## config.mk

```make
export PLATFORM = sky130hd
export DESIGN_NAME = uart_tx_oversampled_flat
export DESIGN_NICKNAME = d
export VERILOG_FILES = /design/src/rtl/uart_tx_oversampled_if.sv /design/src/rtl/uart_tx_oversampled.sv /design/src/flat_wrapper.sv
export SDC_FILE = /design/constraint.sdc
export NUM_CORES = 1
export LEC_CHECK = 0
export CORE_ASPECT_RATIO = 1.2
export CORE_MARGIN = 3
export CORE_UTILIZATION = 59
export CTS_BUF_LIST = sky130_fd_sc_hd__clkbuf_8
export DETAILED_ROUTE_END_ITERATION = 16
export PLACE_DENSITY = 0.95
export SYNTH_ARGS = -nofsm -noshare
export SYNTH_HDL_FRONTEND = slang
export SYNTH_SLANG_ARGS = --single-unit
```

## constraint.sdc

```tcl
create_clock -name i_clock -period 2.4 [get_ports i_clock]
set_input_delay 0.36 -clock i_clock [delete_from_list [all_inputs] [get_ports i_clock]]
set_output_delay 0.36 -clock i_clock [all_outputs]
set_load 0.02 [all_outputs]
```

## src/rtl/uart_tx_oversampled_if.sv

```systemverilog
// Request/serial-line bundle for uart_tx_oversampled; master drives ticks and requests.
interface uart_tx_oversampled_if #(
  parameter int unsigned NB_DATA = 8
) ();
  logic               i_tick;
  logic               i_tx_start;
  logic [NB_DATA-1:0] i_data;
  logic               o_tx;
  logic               o_tx_done;
  logic               o_busy;

  modport master (
    output i_tick, i_tx_start, i_data,
    input  o_tx, o_tx_done, o_busy
  );

  modport slave (
    input  i_tick, i_tx_start, i_data,
    output o_tx, o_tx_done, o_busy
  );
endinterface

```

## src/rtl/uart_tx_oversampled.sv

```systemverilog
// UART transmitter paced by a 16x oversampling tick; LSB first, 8N1 by default.
// Define UART_TX_PARITY_EN to insert an even-parity bit between data and stop.
module uart_tx_oversampled #(
  parameter int unsigned NB_DATA    = 8,
  parameter int unsigned SB_TICK    = 16,
  parameter int unsigned OVERSAMPLE = 16
) (
  input  logic                  i_clock,
  input  logic                  i_reset,
  uart_tx_oversampled_if.slave  bus
);

  localparam int unsigned TICK_MAX = (OVERSAMPLE > SB_TICK) ? OVERSAMPLE : SB_TICK;
  localparam int unsigned TW       = (TICK_MAX > 1) ? $clog2(TICK_MAX) : 1;
  localparam int unsigned BW       = (NB_DATA > 1) ? $clog2(NB_DATA) : 1;

  localparam logic [TW-1:0] OS_LAST  = TW'(OVERSAMPLE - 1);
  localparam logic [TW-1:0] SB_LAST  = TW'(SB_TICK - 1);
  localparam logic [BW-1:0] BIT_LAST = BW'(NB_DATA - 1);

`ifdef UART_TX_PARITY_EN
  typedef enum logic [2:0] {ST_IDLE, ST_START, ST_DATA, ST_PARITY, ST_STOP} state_t;
`else
  typedef enum logic [1:0] {ST_IDLE, ST_START, ST_DATA, ST_STOP} state_t;
`endif

  state_t             state, state_n;
  logic [TW-1:0]      tick_cnt, tick_n;
  logic [BW-1:0]      bit_cnt, bit_n;
  logic [NB_DATA-1:0] shift, shift_n;
  logic               tx_q, tx_n;
  logic               done_q, done_n;
`ifdef UART_TX_PARITY_EN
  logic               parity_q, parity_n;
`endif

  always_ff @(posedge i_clock or posedge i_reset) begin
    if (i_reset) begin
      state    <= ST_IDLE;
      tick_cnt <= '0;
      bit_cnt  <= '0;
      shift    <= '0;
      tx_q     <= 1'b1;
      done_q   <= 1'b0;
`ifdef UART_TX_PARITY_EN
      parity_q <= 1'b0;
`endif
    end else begin
      state    <= state_n;
      tick_cnt <= tick_n;
      bit_cnt  <= bit_n;
      shift    <= shift_n;
      tx_q     <= tx_n;
      done_q   <= done_n;
`ifdef UART_TX_PARITY_EN
      parity_q <= parity_n;
`endif
    end
  end

  always_comb begin
    state_n  = state;
    tick_n   = tick_cnt;
    bit_n    = bit_cnt;
    shift_n  = shift;
    done_n   = 1'b0;
`ifdef UART_TX_PARITY_EN
    parity_n = parity_q;
`endif

    case (state)
      ST_IDLE: begin
        if (bus.i_tx_start) begin
          state_n  = ST_START;
          shift_n  = bus.i_data;
`ifdef UART_TX_PARITY_EN
          parity_n = ^bus.i_data;
`endif
        end
      end

      ST_START: begin
        if (bus.i_tick) begin
          if (tick_cnt == OS_LAST) begin
            state_n = ST_DATA;
            tick_n  = '0;
          end else begin
            tick_n  = tick_cnt + 1'b1;
          end
        end
      end

      // Each bit boundary clears the tick counter even when the state holds in DATA.
      ST_DATA: begin
        if (bus.i_tick) begin
          if (tick_cnt == OS_LAST) begin
            tick_n  = '0;
            shift_n = shift >> 1;
            if (bit_cnt == BIT_LAST) begin
              bit_n   = '0;
`ifdef UART_TX_PARITY_EN
              state_n = ST_PARITY;
`else
              state_n = ST_STOP;
`endif
            end else begin
              bit_n   = bit_cnt + 1'b1;
            end
          end else begin
            tick_n = tick_cnt + 1'b1;
          end
        end
      end

`ifdef UART_TX_PARITY_EN
      ST_PARITY: begin
        if (bus.i_tick) begin
          if (tick_cnt == OS_LAST) begin
            state_n = ST_STOP;
            tick_n  = '0;
          end else begin
            tick_n  = tick_cnt + 1'b1;
          end
        end
      end
`endif

      ST_STOP: begin
        if (bus.i_tick) begin
          if (tick_cnt == SB_LAST) begin
            state_n = ST_IDLE;
            tick_n  = '0;
            done_n  = 1'b1;
          end else begin
            tick_n  = tick_cnt + 1'b1;
          end
        end
      end

      default: begin
        state_n = ST_IDLE;
        tick_n  = '0;
        bit_n   = '0;
      end
    endcase

    // Line level is registered from the next state so the start bit appears one cycle after acceptance.
    case (state_n)
      ST_START:  tx_n = 1'b0;
      ST_DATA:   tx_n = shift_n[0];
`ifdef UART_TX_PARITY_EN
      ST_PARITY: tx_n = parity_q;
`endif
      default:   tx_n = 1'b1;
    endcase
  end

  assign bus.o_tx      = tx_q;
  assign bus.o_tx_done = done_q;
  assign bus.o_busy    = (state != ST_IDLE);

endmodule

```

## src/flat_wrapper.sv

```systemverilog
// flat-port wrapper written by rule: the top's interface ports become plain ports
module uart_tx_oversampled_flat 
#(
  parameter int unsigned NB_DATA    = 8,
  parameter int unsigned SB_TICK    = 16,
  parameter int unsigned OVERSAMPLE = 16
)
  (i_clock, i_reset, bus_i_tick, bus_i_tx_start, bus_i_data, bus_o_tx, bus_o_tx_done, bus_o_busy);
  uart_tx_oversampled_if #(.NB_DATA(NB_DATA)) bus_i ();
  input  logic i_clock;
  input  logic i_reset;
  input wire logic [$bits(bus_i.i_tick)-1:0] bus_i_tick;
  input wire logic [$bits(bus_i.i_tx_start)-1:0] bus_i_tx_start;
  input wire logic [$bits(bus_i.i_data)-1:0] bus_i_data;
  output wire logic [$bits(bus_i.o_tx)-1:0] bus_o_tx;
  output wire logic [$bits(bus_i.o_tx_done)-1:0] bus_o_tx_done;
  output wire logic [$bits(bus_i.o_busy)-1:0] bus_o_busy;
  assign bus_i.i_tick = bus_i_tick;
  assign bus_i.i_tx_start = bus_i_tx_start;
  assign bus_i.i_data = bus_i_data;
  assign bus_o_tx = bus_i.o_tx;
  assign bus_o_tx_done = bus_i.o_tx_done;
  assign bus_o_busy = bus_i.o_busy;
  uart_tx_oversampled #(.NB_DATA(NB_DATA), .SB_TICK(SB_TICK), .OVERSAMPLE(OVERSAMPLE)) u_core (.i_clock(i_clock), .i_reset(i_reset), .bus(bus_i));
endmodule
```

==> metrics.md, run 1 <==
| Metric | Value |
|---|---|
| Die X | `43.4 um` |
| Num Clock Sinks | `19` |
| Sw Ratio | `0.341` |
| Comb power frac | `0.277` |
| I/O pins | `15` |
| Inserted Clock Buffers | `3` |
| Mux share of post-synthesis cell area | `0.0668` |
| Clock skew | `0.00274 ns` |
| CTS root buffer | `clkbuf_8` |
| Max-slew violations | `0` |
| Max H-tree Level | `1` |
| Slowest CP cell | `dfrtp_1` |
| Power share of the clock group | `0.197` |
| Via density per instance | `6.17` |
| Simple-gate portion of the synthesized area | `0.170` |
| Endpoints failing setup | `0` |
| CP Cell Sequence | `or2_2 -> clkdlybuf4s50_1` |
| Antenna viol nets, final | `0` |
| Global-route wire length before repair | `3.38 mm` |
| R2r setup slk | `0.67 ns` |
| Final GP Congestion | `0.786` |
| All-layer global routing usage | `0.208` |
| Clk_lat worst skew | `0.25 ns` |
| Synth Flop Type | `dfrtp_1` |
| Leading post-synthesis cells by cell area | `dfrtp_1, mux2_4, a32oi_1` |
| Layout area overhead | `17.8%` |
| Worst vdd ir | `0.000584 V` |
| Largest family of logic cells by synthesized area | `compound AO/OA/AOI/OAI gates` |
| Max_slew headroom | `0.528` |
| Vias in the first global route | `769` |
| Hold/Removal Path Class | `in -> async` |
| CTS clk-pin slew, worst paths | `0.07 ns` |
| Int Power | `706 uW` |
| Detailed Route Iter0 Violations | `17` |
| Die Area | `2210 um2` |
| Core box area | `1500 um2` |
| CP bufs+invs | `1` |
| Seq/Total Area, Yosys | `0.480` |
| Post-CTS Resized | `0` |
| Status | `finished, final reports clean` |
| Most common cell after layout, fill and taps aside | `dfrtp_1` |
| Net switching power | `365 uW` |
| Crit path kind | `reg -> out` |
| Complex-gate fraction of the synthesized area | `0.174` |
| Crit path max fanout | `16` |
| Sequential Power Share | `0.525` |
| CP top delay family | `flip-flops` |
| Initial antenna violation count | `0` |
| Post-synthesis adder-cell area fraction | `0.0378` |
| Ys async rst share | `1.00` |
| Routed WL | `2.06 mm` |
| Final setup TNS | `0 ns` |
| Fillers | `98` |
| Nets@finish | `123` |
| Avg WL per Cell | `16.6 um` |
| Drt first pass iters | `4` |
| Largest area contributor in the netlist | `dfrtp_1` |
| Pin count of the biggest net entering global routing | `20` |
| RSZ-0062 raised after global routing | `false` |
| F_max | `486 MHz` |
| Max clock buf depth | `2` |
| Worst Tran Pin Value | `0.707 ns` |
| Share of layout cells above drive strength 1 | `0.140` |
| Distinct cells, synth | `35` |
| Mapped cell area | `992 um2` |
| Routed vias | `765` |
| Lkg Pwr | `0.504 nW` |
| Rows | `15` |
| Yosys warnings | `0` |
| Commonest non-fill, non-tap cells in the layout | `dfrtp_1, clkdlybuf4s50_1, nand2_1` |
| Setup Buffers After CTS | `0` |
| Critical Path End Type | `output pin` |
| Total power | `1.07 mW` |
| DRC | `0` |
| WP data arrival | `1.70 ns` |
| Yosys top cell area share | `0.454` |
| Post-detail-place hpwl | `1.49 mm` |
| Final period demand of the worst path | `2.06 ns` |
| Hold_buf cts | `0` |
| IO Port Bufs | `14` |
| XOR/XNOR share of the synthesized area | `0.0177` |
| Initial core utilization | `0.661` |
| Cell Pwr Density | `916 nW/um2` |
| TritonCTS clock tree | `done` |
| Syn Area/Cell | `10.6 um2` |
| Final hold violation count | `0` |
| N_diodes | `0` |
| Number of synthesized flops with an enable pin | `0` |
| Post-Synthesis Cells | `94` |
| FF+latch count, synth | `19` |
| Maxcap violations | `0` |
| Critical path required time | `2.04 ns` |
| Chip height | `50.9 um` |
| Total overflow reported by the global router | `0` |
| Largest stage delay, worst path | `0.54 ns` |
| Crit share post-route | `0.857` |
| CP startpoint kind | `register` |
| Mapped Nets | `109` |
## logic make-up (layout without fill, tap and decap cells)
kind of cell	after synthesis	in the layout
AOI/OAI and AO/OA	26	26
and+or+nand+nor	30	30
adders and majority gates	3	3
muxes	5	5
buffers and inverters	9	22
DFF	19	19
xor gates and xnor gates	2	2
## final cells by class
class	instances	area, um2	area share
Timing Repair Buffer	16	155	0.133
Tap cell	17	21.3	0.0182
Clock inverter	1	3.75	0.00321
Sequential cell	19	477	0.408
Multi-Input combinational cell	66	463	0.396
Inverter	2	7.51	0.00642
Clock buffer	3	41.3	0.0353
## routing by layer
layer	GRT usage	share of wire	routed length, um	vias to the layer above
met3	0.0211	0.035	73	4
met4	0.106	0.019	40	0
li1	-	-	-	368
met5	0	0	0	-
met2	0.362	0.53	1100	19
met1	0.251	0.41	846	374
## final timing paths
check | from | end | cells after the start
max in group asynchronous | i_reset | u_core.shift[4]$_DFFE_PP0P_ | 2
min | i_reset | u_core.shift[3]$_DFFE_PP0P_ | 2
min in group i_clock | u_core.bit_cnt[1]$_DFFE_PP0P_ | u_core.bit_cnt[1]$_DFFE_PP0P_ | 1
min reg2reg | u_core.bit_cnt[1]$_DFFE_PP0P_ | u_core.bit_cnt[1]$_DFFE_PP0P_ | 1
max reg2reg | u_core.tick_cnt[0]$_DFFE_PP0P_ | u_core.bit_cnt[0]$_DFFE_PP0P_ | 4
max | u_core.state[1]$_DFF_PP0_ | bus_o_busy | 2
## power groups by stage
| stage | logic [mW] | clock network, mW | registers [mW] |
|---|---|---|---|
| 6_report | 0.297 | 0.211 | 0.563 |
| 5_1_grt | 0.336 | 0.225 | 0.582 |
| 4_1_cts | 0.302 | 0.216 | 0.559 |
| 3_5_place_dp | 0.299 | 0 | 0.564 |
| 3_3_place_gp | 0.278 | 0 | 0.550 |
| 2_1_floorplan | 0.234 | 0 | 0.522 |
## cells in the mapped netlist (all sizes together) (3+ instances only)
cell   count
dfrtp     18
nand2     10
o21ai      7
a21oi      5
a32oi      5
buf        5
mux2       4
nand3      4
ha         3
## registers in the layout, summed over array words and instances, names as in the netlist
signal	cells
u_core.bit_cnt	3
u_core.bus.o_tx	1
u_core.bus.o_tx_done	1
u_core.shift	8
u_core.state	2
u_core.tick_cnt	4
## stage by stage
step                area [um2]  setup slack, ns  utilization  hold WS, ns  instances
global placement          1120            0.528        0.748        0.504        120
detailed placement        1120            0.477        0.748        0.500        120
CTS                       1170            0.337        0.778        0.522        124
global route              1170            0.275        0.778        0.548        124
finish                    1170            0.344        0.778        0.517        124
floorplan                  992            0.788            -        0.310         94
Power figures use the tool's default switching activity.
==> run 2: changes to the inputs <==
--- a/config.mk
+++ b/config.mk
@@ -11,6 +11,7 @@
 export CTS_BUF_LIST = sky130_fd_sc_hd__clkbuf_8
 export DETAILED_ROUTE_END_ITERATION = 16
 export PLACE_DENSITY = 0.95
+export REMOVE_ABC_BUFFERS = 1
 export SYNTH_ARGS = -nofsm -noshare
 export SYNTH_HDL_FRONTEND = slang
 export SYNTH_SLANG_ARGS = --single-unit
==> run 2 against run 1 <==
Compared with the run above:
- clock-buffer cell count unchanged
- sequential cell count unchanged
- utilization up 0.50 points
- cell area up 0.64%
- clock power about the same
- critical path depth unchanged
- critical endpoint unchanged
==> metrics.md, run 2 (synthesis gave the netlist of run 1 again) <==
| Metric | Value |
|---|---|
| Status | `finished, final reports clean` |
| Max_slew headroom | `0.535 (+0.00710)` |
| Total overflow reported by the global router | `0 (unchanged)` |
| Int Power | `717 uW (+1.5%)` |
| CP startpoint kind | `register` |
| Rows | `15 (unchanged)` |
| Die Area | `2210 um2 (unchanged)` |
| Hold_buf cts | `0 (unchanged)` |
| Comb power frac | `0.314 (+0.037)` |
| Crit path kind | `reg -> out` |
| Initial antenna violation count | `0 (unchanged)` |
| Die X | `43.4 um (unchanged)` |
| Sw Ratio | `0.338 (-0.00306)` |
| Hold WS | `0.518 ns (+0.00129 ns)` |
| Max clock buf depth | `2 (unchanged)` |
| N_diodes | `0 (unchanged)` |
| Initial core utilization | `0.661 (unchanged)` |
| Routed vias | `783 (+2.4%)` |
| Sequential Power Share | `0.493 (-0.032)` |
| Max H-tree Level | `1 (unchanged)` |
| Endpoints failing setup | `0 (unchanged)` |
| Share of layout cells above drive strength 1 | `0.148 (+0.00796)` |
| Setup Buffers After CTS | `0 (unchanged)` |
| Worst R2R Start | `u_core.tick_cnt[0]$_DFFE_PP0P_` |
| Critical path required time | `2.04 ns (about the same)` |
| Vias in the first global route | `776 (+0.91%)` |
| CTS root buffer | `clkbuf_8` |
| R2r setup slk | `0.71 ns (+0.04 ns)` |
| RSZ-0062 raised after global routing | `false` |
| Hold Startpoint | `u_core.bit_cnt[1]$_DFFE_PP0P_` |
| Commonest non-fill, non-tap cells in the layout | `dfrtp_1, clkdlybuf4s50_1, nand2_1` |
| Final setup TNS | `0 ns (unchanged)` |
| Pin count of the biggest net entering global routing | `20 (unchanged)` |
| Layout area overhead | `18.5%` |
| Hold/Removal Path Class | `reg -> reg` |
| Post-CTS Resized | `0 (unchanged)` |
| Reg2reg end | `u_core.bit_cnt[1]$_DFFE_PP0P_` |
| Clock skew | `0.00346 ns (+0.000728 ns)` |
| Core box area | `1500 um2 (unchanged)` |
| All-layer global routing usage | `0.209 (+0.000427)` |
| Fin util | `0.783 (+0.00500)` |
| Total power | `1.08 mW (+1.1%)` |
| Detailed Route Iter0 Violations | `21 (+4)` |
| Fin area | `1180 um2 (+0.64%)` |
| Regs by FF count | `u_core.shift x8, u_core.tick_cnt x4, u_core.bit_cnt x3` |
| Dpl cell area | `1130 um2 (+0.67%)` |
| Placed insts | `121 (+0.83%)` |
| Final hold violation count | `0 (unchanged)` |
| F_max | `490 MHz (+0.69%)` |
| WHS Path Cells | `1` |
| Global-route wire length before repair | `3.49 mm (+3.3%)` |
| WHS Endpoint | `u_core.bit_cnt[1]$_DFFE_PP0P_` |
| Num Clock Sinks | `19 (unchanged)` |
| Worst vdd ir | `0.000536 V (-8.1%)` |
| Via density per instance | `6.26 (+1.5%)` |
| Worst Tran Pin Value | `0.696 ns (-0.0106 ns)` |
| IO Port Bufs | `14 (unchanged)` |
| Final GP Congestion | `0.746 (-5.0%)` |
| Inserted Clock Buffers | `3 (unchanged)` |
| Antenna viol nets, final | `0 (unchanged)` |
| Post-detail-place hpwl | `1.45 mm (-3.2%)` |
| Power share of the clock group | `0.193 (-0.004)` |
| CTS clk-pin slew, worst paths | `0.06 ns (about the same)` |
| Net switching power | `365 uW (+0.15%)` |
| Largest Register | `u_core.shift` |
| Final period demand of the worst path | `2.04 ns (-0.0141 ns)` |
| Crit share post-route | `0.851 (-0.00587)` |
| Cell Pwr Density | `920 nW/um2 (+0.41%)` |
| WP data arrival | `1.68 ns (-0.02 ns)` |
| TritonCTS clock tree | `done` |
| I/O pins | `15 (unchanged)` |
| Max reg flops | `8 (unchanged)` |
| Pre-CTS setup slack | `0.493 ns (+0.0158 ns)` |
| Crit path max fanout | `15 (-1)` |
| Non-Filler Instances | `125 (+0.81%)` |
| Cells on worst reg2reg path | `4 (unchanged)` |
| Critical Path End Type | `output pin` |
| DRC | `0 (unchanged)` |
| Avg WL per Cell | `16.0 um (-3.7%)` |
| Clk_lat worst skew | `0.25 ns (about the same)` |
| Most common cell after layout, fill and taps aside | `dfrtp_1` |
| Drt first pass iters | `4 (unchanged)` |
| Chip height | `50.9 um (unchanged)` |
| Maxcap violations | `0 (unchanged)` |
| Nets@finish | `124 (+0.81%)` |
| Routed WL | `2.00 mm (-2.9%)` |
| Max-slew violations | `0 (unchanged)` |
| Final worst setup slack | `0.358 ns (+0.0141 ns)` |
| Lkg Pwr | `0.509 nW (+1.0%)` |
-- run 2: changes by cell type in the layout (fill, tap and decap cells not counted) --
cell / delta
buf_4: +1
-- run 2: power by group through the flow --
stage	Sequential (mW)	Clock [mW]	Combinational, mW
after floorplan	0.542	0	0.201
after global placement	0.524	0	0.320
after detailed placement	0.534	0	0.340
after CTS	0.531	0.214	0.344
after global routing	0.549	0.224	0.388
final	0.533	0.209	0.340
-- run 2: per-layer routing --
layer	global-route usage	part of all wire	vias up
met5	0	0	-
li1	-	-	371
met2	0.345	0.52	25
met4	0.111	0.021	0
met1	0.261	0.42	380
met3	0.0282	0.039	7
-- run 2: worst max path at each step --
stage | from | end
CTS | u_core.state[0]$_DFF_PP0_ | bus_o_busy
global placement | bus_i_tick | u_core.bit_cnt[1]$_DFFE_PP0P_
floorplan | u_core.state[1]$_DFF_PP0_ | u_core.bit_cnt[0]$_DFFE_PP0P_
global route | u_core.state[0]$_DFF_PP0_ | bus_o_busy
finish | u_core.state[0]$_DFF_PP0_ | bus_o_busy
detailed placement | bus_i_tick | u_core.bit_cnt[2]$_DFFE_PP0P_
-- run 2: final cells by class --
type                            count  area [um2]
Sequential cell                    19         477
Clock inverter                      1        3.75
Timing Repair Buffer               17         163
Fill cell                          87         325
Inverter                            2        7.51
Tap cell                           17        21.3
Clock buffer                        3        41.3
Multi-Input combinational cell     66         463
-- run 2: critical path: stages, from the launching register on --
cell and delay (ns):
dfrtp_1 0.52, or2_2 0.37, clkdlybuf4s50_1 0.54
==> run 3: changes to the inputs <==
--- a/config.mk
+++ b/config.mk
@@ -10,8 +10,7 @@
 export CORE_UTILIZATION = 59
 export CTS_BUF_LIST = sky130_fd_sc_hd__clkbuf_8
 export DETAILED_ROUTE_END_ITERATION = 16
-export PLACE_DENSITY = 0.95
-export REMOVE_ABC_BUFFERS = 1
+export PLACE_DENSITY = 0.93
 export SYNTH_ARGS = -nofsm -noshare
 export SYNTH_HDL_FRONTEND = slang
 export SYNTH_SLANG_ARGS = --single-unit
==> run 3 against run 2 <==
Compared with the run above:
- global-route usage down 0.92 points
- clock skew is 0.0010 ns lower
- clock power is 6% higher
- largest cell class unchanged
- maximum frequency decreased by 1.7%
- die area unchanged
- first-iteration DRC count grew 4.8%
- utilization decreased by 0.42 points
- critical endpoint unchanged
==> metrics.md, run 3 (synthesis gave the netlist of run 1 again) <==
| Metric | Value |
|---|---|
| Crit share post-route | `0.865 (+0.0145)` |
| Avg WL per Cell | `16.6 um (+4.0%)` |
| CP Cell Sequence | `or2_2 -> clkdlybuf4s50_1` |
| Lkg Pwr | `0.502 nW (-1.3%)` |
| Pin count of the biggest net entering global routing | `20 (unchanged)` |
| Clock skew | `0.00242 ns (-0.00104 ns)` |
| Slowest CP cell | `dfrtp_1` |
| Final worst setup slack | `0.323 ns (-0.0349 ns)` |
| RSZ-0062 raised after global routing | `false` |
| Hold/Removal Path Class | `in -> async` |
| Worst vdd ir | `0.000440 V (-18%)` |
| Maxcap violations | `0 (unchanged)` |
| Max_slew headroom | `0.522 (-0.0130)` |
| CP bufs+invs | `1 (unchanged)` |
| N_diodes | `0 (unchanged)` |
| R2r setup slk | `0.67 ns (-0.04 ns)` |
| Critical path required time | `2.04 ns (about the same)` |
| Status | `finished, final reports clean` |
| Chip height | `50.9 um (unchanged)` |
| Rows | `15 (unchanged)` |
| Final hold violation count | `0 (unchanged)` |
| Max clock buf depth | `2 (unchanged)` |
| Regs by FF count | `u_core.shift x8, u_core.tick_cnt x4, u_core.bit_cnt x3` |
| IO Port Bufs | `14 (unchanged)` |
| Share of layout cells above drive strength 1 | `0.150 (+0.00138)` |
| Post-CTS Resized | `0 (unchanged)` |
| Setup Buffers After CTS | `0 (unchanged)` |
| Initial core utilization | `0.661 (unchanged)` |
| Layout area overhead | `17.9%` |
| Nets@finish | `123 (-0.81%)` |
| Die X | `43.4 um (unchanged)` |
| Drt first pass iters | `4 (unchanged)` |
| Endpoints failing setup | `0 (unchanged)` |
| Inserted Clock Buffers | `3 (unchanged)` |
| Max reg flops | `8 (unchanged)` |
| Routed vias | `795 (+1.5%)` |
| Final GP Congestion | `0.763 (+2.3%)` |
| All-layer global routing usage | `0.200 (-0.00923)` |
| Most common cell after layout, fill and taps aside | `dfrtp_1` |
| Clk_lat worst skew | `0.25 ns (about the same)` |
| Post-detail-place hpwl | `1.45 mm (+0.40%)` |
| Die Area | `2210 um2 (unchanged)` |
| Largest Register | `u_core.shift` |
| CP startpoint kind | `register` |
| Global-route wire length before repair | `3.26 mm (-6.5%)` |
| Via density per instance | `6.41 (+2.4%)` |
| CTS clk-pin slew, worst paths | `0.07 ns (about the same)` |
| Core box area | `1500 um2 (unchanged)` |
| Vias in the first global route | `785 (+1.2%)` |
| I/O pins | `15 (unchanged)` |
| Routed WL | `2.06 mm (+3.2%)` |
| Final setup TNS | `0 ns (unchanged)` |
| Largest stage delay, worst path | `0.55 ns (about the same)` |
| Critical Path End Type | `output pin` |
| Initial antenna violation count | `0 (unchanged)` |
| Max-slew violations | `0 (unchanged)` |
| Detailed Route Iter0 Violations | `22 (+4.8%)` |
| Pre-CTS setup slack | `0.477 ns (-0.0151 ns)` |
| Cell Pwr Density | `928 nW/um2 (+0.91%)` |
| Total overflow reported by the global router | `0 (unchanged)` |
| F_max | `481 MHz (-1.7%)` |
| Num Clock Sinks | `19 (unchanged)` |
| Crit path max fanout | `16 (+1)` |
| CP top delay family | `flip-flops` |
| Hold_buf cts | `0 (unchanged)` |
| WP data arrival | `1.72 ns (+0.04 ns)` |
| Max H-tree Level | `1 (unchanged)` |
| Antenna viol nets, final | `0 (unchanged)` |
| Final period demand of the worst path | `2.08 ns (+0.0349 ns)` |
| TritonCTS clock tree | `done` |
| Worst Tran Pin Value | `0.716 ns (+0.0195 ns)` |
| DRC | `0 (unchanged)` |
| Commonest non-fill, non-tap cells in the layout | `dfrtp_1, clkdlybuf4s50_1, nand2_1` |
| CTS root buffer | `clkbuf_8` |
| Crit path kind | `reg -> out` |
[run 3: area by class of cell]
cell class	instances	area [um2]
clock buffer	3	41.3
sequential	19	477
inverter	2	7.51
multi-input combinational	66	463
fill	91	332
clock inverter	1	5.00
tap	17	21.3
timing repair buffer	16	155
[run 3: where the power goes]
group / switching [mW] / total, mW / leakage [nW] / internal, mW
clock network: 0.105 / 0.221 / 0.0255 / 0.115
logic: 0.145 / 0.301 / 0.247 / 0.156
registers: 0.129 / 0.564 / 0.229 / 0.436
[run 3: through the flow]
step | power (mW) | hold WS [ns] | instance area, um2 | std cells | util
6_report | 1.09 | 0.518 | 1170 | 124 | 0.779
5_1_grt | 1.16 | 0.547 | 1170 | 124 | 0.779
4_1_cts | 1.09 | 0.528 | 1170 | 124 | 0.779
3_5_place_dp | 0.868 | 0.509 | 1120 | 120 | 0.748
3_3_place_gp | 0.832 | 0.503 | 1120 | 120 | 0.748
2_1_floorplan | 0.756 | 0.310 | 992 | 94 | -
[run 3: layer usage]
layer / global-route usage / part of all wire
met5: 0 / 0
met4: 0.106 / 0.016
met3: 0.0387 / 0.045
met2: 0.365 / 0.54
met1: 0.210 / 0.40
[run 3: worst paths after layout]
path | start | endpoint | cells after the start
worst min register to register | u_core.shift[2]$_DFFE_PP0P_ | u_core.shift[1]$_DFFE_PP0P_ | 2
worst max register to register | u_core.tick_cnt[0]$_DFFE_PP0P_ | u_core.bit_cnt[2]$_DFFE_PP0P_ | 4
min in group i_clock | u_core.shift[2]$_DFFE_PP0P_ | u_core.shift[1]$_DFFE_PP0P_ | 2
worst max-delay path | u_core.state[1]$_DFF_PP0_ | bus_o_busy | 2
max in group asynchronous | i_reset | u_core.bus.o_tx_done$_DFF_PP0_ | 2
worst min-delay path | i_reset | u_core.tick_cnt[1]$_DFFE_PP0P_ | 2
